==> config.mk <==
export PLATFORM = sky130hd
export DESIGN_NAME = mole_button_decoder
export DESIGN_NICKNAME = d
export VERILOG_FILES = /design/src/rtl/mole_button_decoder.sv
export SDC_FILE = /design/constraint.sdc
export NUM_CORES = 1
export LEC_CHECK = 0
export ABC_AREA = 1
export CELL_PAD_IN_SITES_DETAIL_PLACEMENT = 1
export CELL_PAD_IN_SITES_GLOBAL_PLACEMENT = 1
export CORE_ASPECT_RATIO = 0.75
export CORE_MARGIN = 3
export CORE_UTILIZATION = 28
export CTS_BUF_LIST = sky130_fd_sc_hd__clkbuf_8
export CTS_CLUSTER_DIAMETER = 100
export CTS_CLUSTER_SIZE = 14
export DETAILED_ROUTE_END_ITERATION = 6
export GPL_ROUTABILITY_DRIVEN = 0
export MAX_ROUTING_LAYER = met4
export PLACE_DENSITY = 0.65
export SETUP_SLACK_MARGIN = 0.02
export SYNTH_ARGS = -nofsm -noshare
export SYNTH_HDL_FRONTEND = slang
export SYNTH_SLANG_ARGS = --single-unit
==> constraint.sdc <==
create_clock -name clock -period 1.4 [get_ports clock]
set_input_delay 0.28 -clock clock [delete_from_list [all_inputs] [get_ports clock]]
set_output_delay 0.28 -clock clock [all_outputs]
set_load 0.05 [all_outputs]
==> src/rtl/mole_button_decoder.sv <==
// Mole button front end: two-flop synchronizer, per-button debounce, press edge
// detection, hit/miss classification against the lit-mole mask and saturating tallies.
module mole_button_decoder #(
  parameter int NUM_MOLES       = 5,
  parameter int DEBOUNCE_CYCLES = 1_000_000,
  parameter int CNT_WIDTH       = 20
) (
  input  logic                 clock,
  input  logic                 reset,
  input  logic [NUM_MOLES-1:0] moleButton,
  input  logic [NUM_MOLES-1:0] moleLED,
  input  logic                 enable,
  input  logic                 clearCounts,
  output logic [NUM_MOLES-1:0] pressedStable,
  output logic                 hitPulse,
  output logic [2:0]           hitIndex,
  output logic                 missPulse,
  output logic [7:0]           hitCount,
  output logic [7:0]           missCount
);

  localparam logic [CNT_WIDTH-1:0] CNT_MAX  = CNT_WIDTH'(DEBOUNCE_CYCLES - 1);
  localparam logic [CNT_WIDTH-1:0] CNT_ZERO = '0;
  localparam logic [CNT_WIDTH-1:0] CNT_ONE  = CNT_WIDTH'(1);
  localparam logic [7:0]           TALLY_MAX = 8'hFF;

  // Synchronizer and debounce state
  logic [NUM_MOLES-1:0] sync1_q;
  logic [NUM_MOLES-1:0] sync2_q;
  logic [CNT_WIDTH-1:0] cnt_q [NUM_MOLES];
  logic [CNT_WIDTH-1:0] cnt_d [NUM_MOLES];
  logic [NUM_MOLES-1:0] stable_q;
  logic [NUM_MOLES-1:0] stable_d;
  logic [NUM_MOLES-1:0] stable_dly_q;

  // Classification and tally state
  logic                 hit_q,   hit_d;
  logic                 miss_q,  miss_d;
  logic [2:0]           idx_q,   idx_d;
  logic [7:0]           hcnt_q,  hcnt_d;
  logic [7:0]           mcnt_q,  mcnt_d;

  logic [NUM_MOLES-1:0] press;
  logic [NUM_MOLES-1:0] hit_vec;
  logic [NUM_MOLES-1:0] miss_vec;

  // A level change is accepted only after CNT_MAX+1 consecutive disagreeing samples;
  // any agreeing sample in between restarts the count.
  always_comb begin
    stable_d = stable_q;
    for (int i = 0; i < NUM_MOLES; i++) begin
      cnt_d[i] = CNT_ZERO;
      if (sync2_q[i] != stable_q[i]) begin
        if (cnt_q[i] == CNT_MAX) begin
          stable_d[i] = sync2_q[i];
          cnt_d[i]    = CNT_ZERO;
        end else begin
          cnt_d[i] = cnt_q[i] + CNT_ONE;
        end
      end
    end
  end

  assign press    = stable_q & ~stable_dly_q;
  assign hit_vec  = press & moleLED;
  assign miss_vec = press & ~moleLED;

  always_comb begin
    hit_d  = enable & (|hit_vec);
    miss_d = enable & (|miss_vec);
    idx_d  = idx_q;
    // Scan from the top so the lowest hitting index wins.
    if (enable) begin
      for (int i = NUM_MOLES - 1; i >= 0; i--) begin
        if (hit_vec[i]) begin
          idx_d = 3'(i);
        end
      end
    end
  end

  always_comb begin
    hcnt_d = hcnt_q;
    mcnt_d = mcnt_q;
    if (clearCounts) begin
      hcnt_d = 8'd0;
      mcnt_d = 8'd0;
    end else begin
      if (hit_d && (hcnt_q != TALLY_MAX)) begin
        hcnt_d = hcnt_q + 8'd1;
      end
      if (miss_d && (mcnt_q != TALLY_MAX)) begin
        mcnt_d = mcnt_q + 8'd1;
      end
    end
  end

  always_ff @(posedge clock) begin
    if (reset) begin
      sync1_q      <= '0;
      sync2_q      <= '0;
      stable_q     <= '0;
      stable_dly_q <= '0;
      for (int i = 0; i < NUM_MOLES; i++) begin
        cnt_q[i] <= CNT_ZERO;
      end
      hit_q  <= 1'b0;
      miss_q <= 1'b0;
      idx_q  <= 3'd0;
      hcnt_q <= 8'd0;
      mcnt_q <= 8'd0;
    end else begin
      sync1_q      <= moleButton;
      sync2_q      <= sync1_q;
      stable_q     <= stable_d;
      stable_dly_q <= stable_q;
      for (int i = 0; i < NUM_MOLES; i++) begin
        cnt_q[i] <= cnt_d[i];
      end
      hit_q  <= hit_d;
      miss_q <= miss_d;
      idx_q  <= idx_d;
      hcnt_q <= hcnt_d;
      mcnt_q <= mcnt_d;
    end
  end

  assign pressedStable = stable_q;
  assign hitPulse      = hit_q;
  assign hitIndex      = idx_q;
  assign missPulse     = miss_q;
  assign hitCount      = hcnt_q;
  assign missCount     = mcnt_q;

endmodule

# == Word level (Yosys, flattened, before mapping) ==
# Memory sizes are Yosys's and may differ from the RTL's.
# Index checks and enable logic that the tools add are counted.
# word_totals
output_inout_bits,26
memories,1
inputBits,14
mem_bits_rw,100
elab_cells,80
ff_bits,41
# mem_list
name,depth,word_bits,rd,rd_ports_with_merged_regs,write_ports,line,rtl
cnt_q,5,20,5,0,5,30,logic [CNT_WIDTH-1:0] cnt_q [NUM_MOLES];
# classes
reduce_logical,12
bitwise,12
addsub,7
n_eq_ne,12
n_mux,23
# ops
operator,n
20-bit two-way mux,15
"20-bit by 1-bit adder with 20-bit output, second input constant",5
"20-bit equality test, second input constant",5
"8-bit by 1-bit adder with 8-bit output, second input constant",2
"8-bit != test, second input constant",2
5-bit bitwise AND,3
3-bit two-way mux,5
2-bit AND reduction,6
5-bit inverter,2
5-bit OR reduction,2
1-bit != test,5
1-bit bitwise OR,5
5-bit nonzero test,1
1-bit two-way mux,3
1-bit bitwise AND,2
1-bit logical AND,2
2-bit OR reduction,1

# == Longest topological paths before layout ==
# logic_depth
word_depth,8
mapped_depth,10
ltp_nobuf,10

# == Worst setup path after synthesis ==
# Ideal clock, no wire load.
# synth_path
path_kind,reg2reg
from,"register hcnt_q[1], in the netlist hitCount[1]"
to,"register hcnt_q[0], in the netlist hitCount[0]"
setup_ns,0.114
stages_incl_launch_ff,11
arrival_time_ns,1.682
required_ns,1.286
synth_period_minus_slack_ns,1.796
slack_ns,-0.396
path_buffers,0
cell_sequence,dfxtp_1 -> ha_1 -> nand2_1 -> inv_1 -> nand2_1 -> nor2_1 -> inv_1 -> nand3_2 -> nand2_1 -> nand2_1 -> nor2_1
# synth_between
elab_chain_len,2
# synth_lines
item,line,rtl
"start, declared",40,"logic [7:0] hcnt_q, hcnt_d;"
"start signal, assigned",123,hcnt_q <= hcnt_d;
8-bit != test,89,if (hit_d && (hcnt_q != TALLY_MAX)) begin
1-bit logical AND,89,
# Every way passes these cells.
# A chain may end at the register's enable or synchronous reset.

==> results_dict.tcl <==
set metrics [dict create \
    synth_area_leaders "dfxtp_1 (40%), nand2_1 (11%), nor2_1 (10%), inv_1 (6.6%), nand3_1 (4.3%)" \
    synth_compound_area_frac 0.0501 \
    multi_input_area_um2 4340 \
    synth_area_per_cell_um2 7.04 \
    cts_hold_buf 0 \
    synth-adder-area-share 0.0125 \
    worst_slew_pin_slew_ns 0.522 \
    yosys_warnings 0 \
    slew_headroom 0.651 \
    synth_top_area_frac 0.404 \
    drcViolationCount 0 \
    path_clk_slew_ns 0.09 \
    grt_remaining_overflow 0 \
    pwr-share-seq 0.488 \
    rows 49 \
    p_sw_w 0.00188 \
    fmaxAchievable_mhz 645 \
    synth_fp_nets 1014 \
    switching_share 0.228 \
    fin_area_um2 10700 \
    viasPerCell 4.48 \
    layout.nets 1223 \
    cp-start-kind "flip-flop" \
    firstDrtPassIters 4 \
    initial_core_util 0.288 \
    synth_area_um2 7000 \
    clock-skew-final_ns 0.0141 \
    dr_total_vias 6925 \
    path_class "reg2reg" \
    area_growth_pct 53.2 \
    synth_area_leader_cell "dfxtp_1" \
    synth-seq-cells 141 \
    antenna_found_initial 0 \
    die_y_um 143 \
    rsz0062_at_grt "true" \
    ioPinCount 40 \
    powerDensity_nw_per_um2 766 \
    grt_util_all_layers 0.160 \
    synth-edff-count 0 \
    critPathRequiredTime_ns 1.76 \
    drive_gt1_frac 0.382 \
    status "finished with violations" \
    seq_area_um2 2920 \
    ant_nets 0 \
    synth_top_family_by_area "simple AND/OR/NAND/NOR gates" \
    p_leak_nw 3.87 \
    finalMaxSlewViolations 0 \
    synth_ff_type "dfxtp_1" \
    setup_viol 63 \
    cts_buffers 17 \
    grt_pass1_wl_um 34100 \
    crit_arrival_ns 1.91 \
    synth.mux.area_fraction 0 \
    cp-end-kind "flip-flop" \
    critPathMaxFanout 3 \
    core-area_um2 24300 \
    hold_path.class "in2reg" \
    fill_cells 2974 \
    combPwrFrac 0.030 \
    placed_area_um2 8920 \
    p_int_w 0.00634 \
    routed_wirelength_um 21700 \
    post_drt_wl_per_cell_um 14.0 \
    hold_viol_final 0 \
    total_power_w 0.00821 \
    clockPowerShare 0.482 \
    dp_hpwl_um 14600 \
    dieArea_um2 26900 \
    chipWidth_um 189 \
    grt_pass1_vias 6886 \
    clock-root-buffer "clkbuf_8" \
    worstSkewPairLatency_ns 0.46 \
    fin_crit_sh 1.11 \
    cts_tree "yes" \
    synth-xor-area-share 0.0601 \
    timing.hold.ws_ns 0.353 \
    clkSinkCount 141 \
    synthSimpleGateAreaFrac 0.387 \
    async_flop_share 0 \
    peakVddDrop_uv 572 \
    synth_cell_type_count 36 \
    clock_path_buffers 2 \
    h-tree-depth 4 \
    layout_min_cycle_time_ns 1.55 \
    max-cap-violations 0 \
    drt_iter0_drc 222 \
    layout_setup_ws_ns -0.152 \
    grt_max_degree 21 \
    yosysMostFrequentCell "nand2_1" \
    ys_seq_area_frac 0.404 \
    violations "negative setup slack" \
    diodes 0 \
    port-buffer-count 39 \
    syn_inst 993 \
    yosys-top-cells-count "nand2_1 (210), nor2_1 (188), dfxtp_1 (141), inv_1 (123), nand3_1 (60)" \
]
## critical path, stage by stage (launching register included)
cell and delay, ns:
dfxtp_4 0.37, ha_4 0.14, nand2_4 0.06, nor2_4 0.16, nand3_4 0.10, buf_4 0.14, buf_4 0.14, inv_2 0.05
nor2_1 0.04, nor2_1 0.18, nor2_2 0.06
## metrics by stage
stage          utilization  TNS, ns  cells  setup WS [ns]
6_report             0.442    -5.74   1546         -0.152
3_5_place_dp         0.367   -33.95   1459         -0.428
5_1_grt              0.442   -11.19   1546         -0.221
3_3_place_gp         0.367   -33.01   1459         -0.435
2_1_floorplan            -  -0.0348    993       -0.00708
4_1_cts              0.411    -4.17   1517         -0.128
## sequential cells by signal (all words and copies together) (netlist names)
register,count
missCount,8
hitIndex,3
sync1_q,5
hitPulse,1
missPulse,1
cnt_q,100
sync2_q,5
hitCount,8
stable_dly_q,5
pressedStable,5
## kinds of logic after synthesis
family | Yosys count
AND/OR/NAND/NOR | 588
buffers and inverters | 141
flip-flops | 141
AO/OA/AOI/OAI | 68
XOR/XNOR | 48
adder cells (fa/ha/maj) | 7
## metal layers
layer  share of wire  GRT usage  up-vias
li1                -          -     3552
met5               0          -        -
met4           0.012     0.0396        0
met1            0.51      0.217     3300
met2            0.46      0.247       50
met3           0.018     0.0282       23
## cell usage in the layout (no fill, tap or decap), types with 3 or more instances in the layout
master           count
clkinvlp_4           4
nor3_4               3
nor2_4              26
nor3_2              11
o21ai_0             14
dfxtp_4             14
nand2_2             18
inv_1              112
clkbuf_8            19
xor2_1              31
nand3_1             54
a21oi_1             29
dfxtp_1             91
buf_4              135
buf_6               15
nand4_1             31
nand3_2              8
nand3b_1             9
buf_12              34
nor2_1             145
inv_4                3
nor2_2              46
inv_2               12
a31oi_1              3
nand2_4             15
nand2_1            186
xnor2_1             15
or2_2                6
clkdlybuf4s50_1     13
nand2_8              4
dfxtp_2             36
ha_4                 7
nand3_4              9
clkinv_4             3
a21oi_2             17
nor3_1              13
bufinv_16            5
o21ai_2              3
## final cells by class
class / count / area share
clock buffers: 19 / 0.0244
clock inverters: 13 / 0.0198
inverters: 126 / 0.0446
multi-input cells: 715 / 0.404
flip-flops and latches: 141 / 0.272
well taps: 331 / 0.0386
repair buffers: 201 / 0.196
## worst paths after layout
kind,start,endpoint,slack [ns],cells after the start
worst max-delay path,cnt_q[0][20]$_SDFF_PP0_,cnt_q[0][26]$_SDFF_PP0_,-0.15,10
worst max register to register,cnt_q[0][20]$_SDFF_PP0_,cnt_q[0][26]$_SDFF_PP0_,-0.15,10
worst min register to register,sync1_q[2]$_SDFF_PP0_,sync2_q[2]$_SDFF_PP0_,0.42,2
worst min-delay path,moleButton[1],sync1_q[1]$_SDFF_PP0_,0.35,3
## power by group through the flow
stage / Sequential [W] / Clock [W] / Combinational [W]
6_report: 0.00401 / 0.00396 / 0.000245
5_1_grt: 0.00401 / 0.00425 / 0.000265
4_1_cts: 0.00402 / 0.00409 / 0.000224
3_5_place_dp: 0.00412 / 0 / 0.000189
3_3_place_gp: 0.00412 / 0 / 0.000187
2_1_floorplan: 0.00412 / 0 / 0.0000923
## repair_timing
action                     CTS  global route
cloned                       6             4
setup buffers               21            30
pin swaps                   21            42
setup endpoints to repair  100           125
gates resized for setup     76           149
Note: power is estimated with default switching activity, not from simulation.
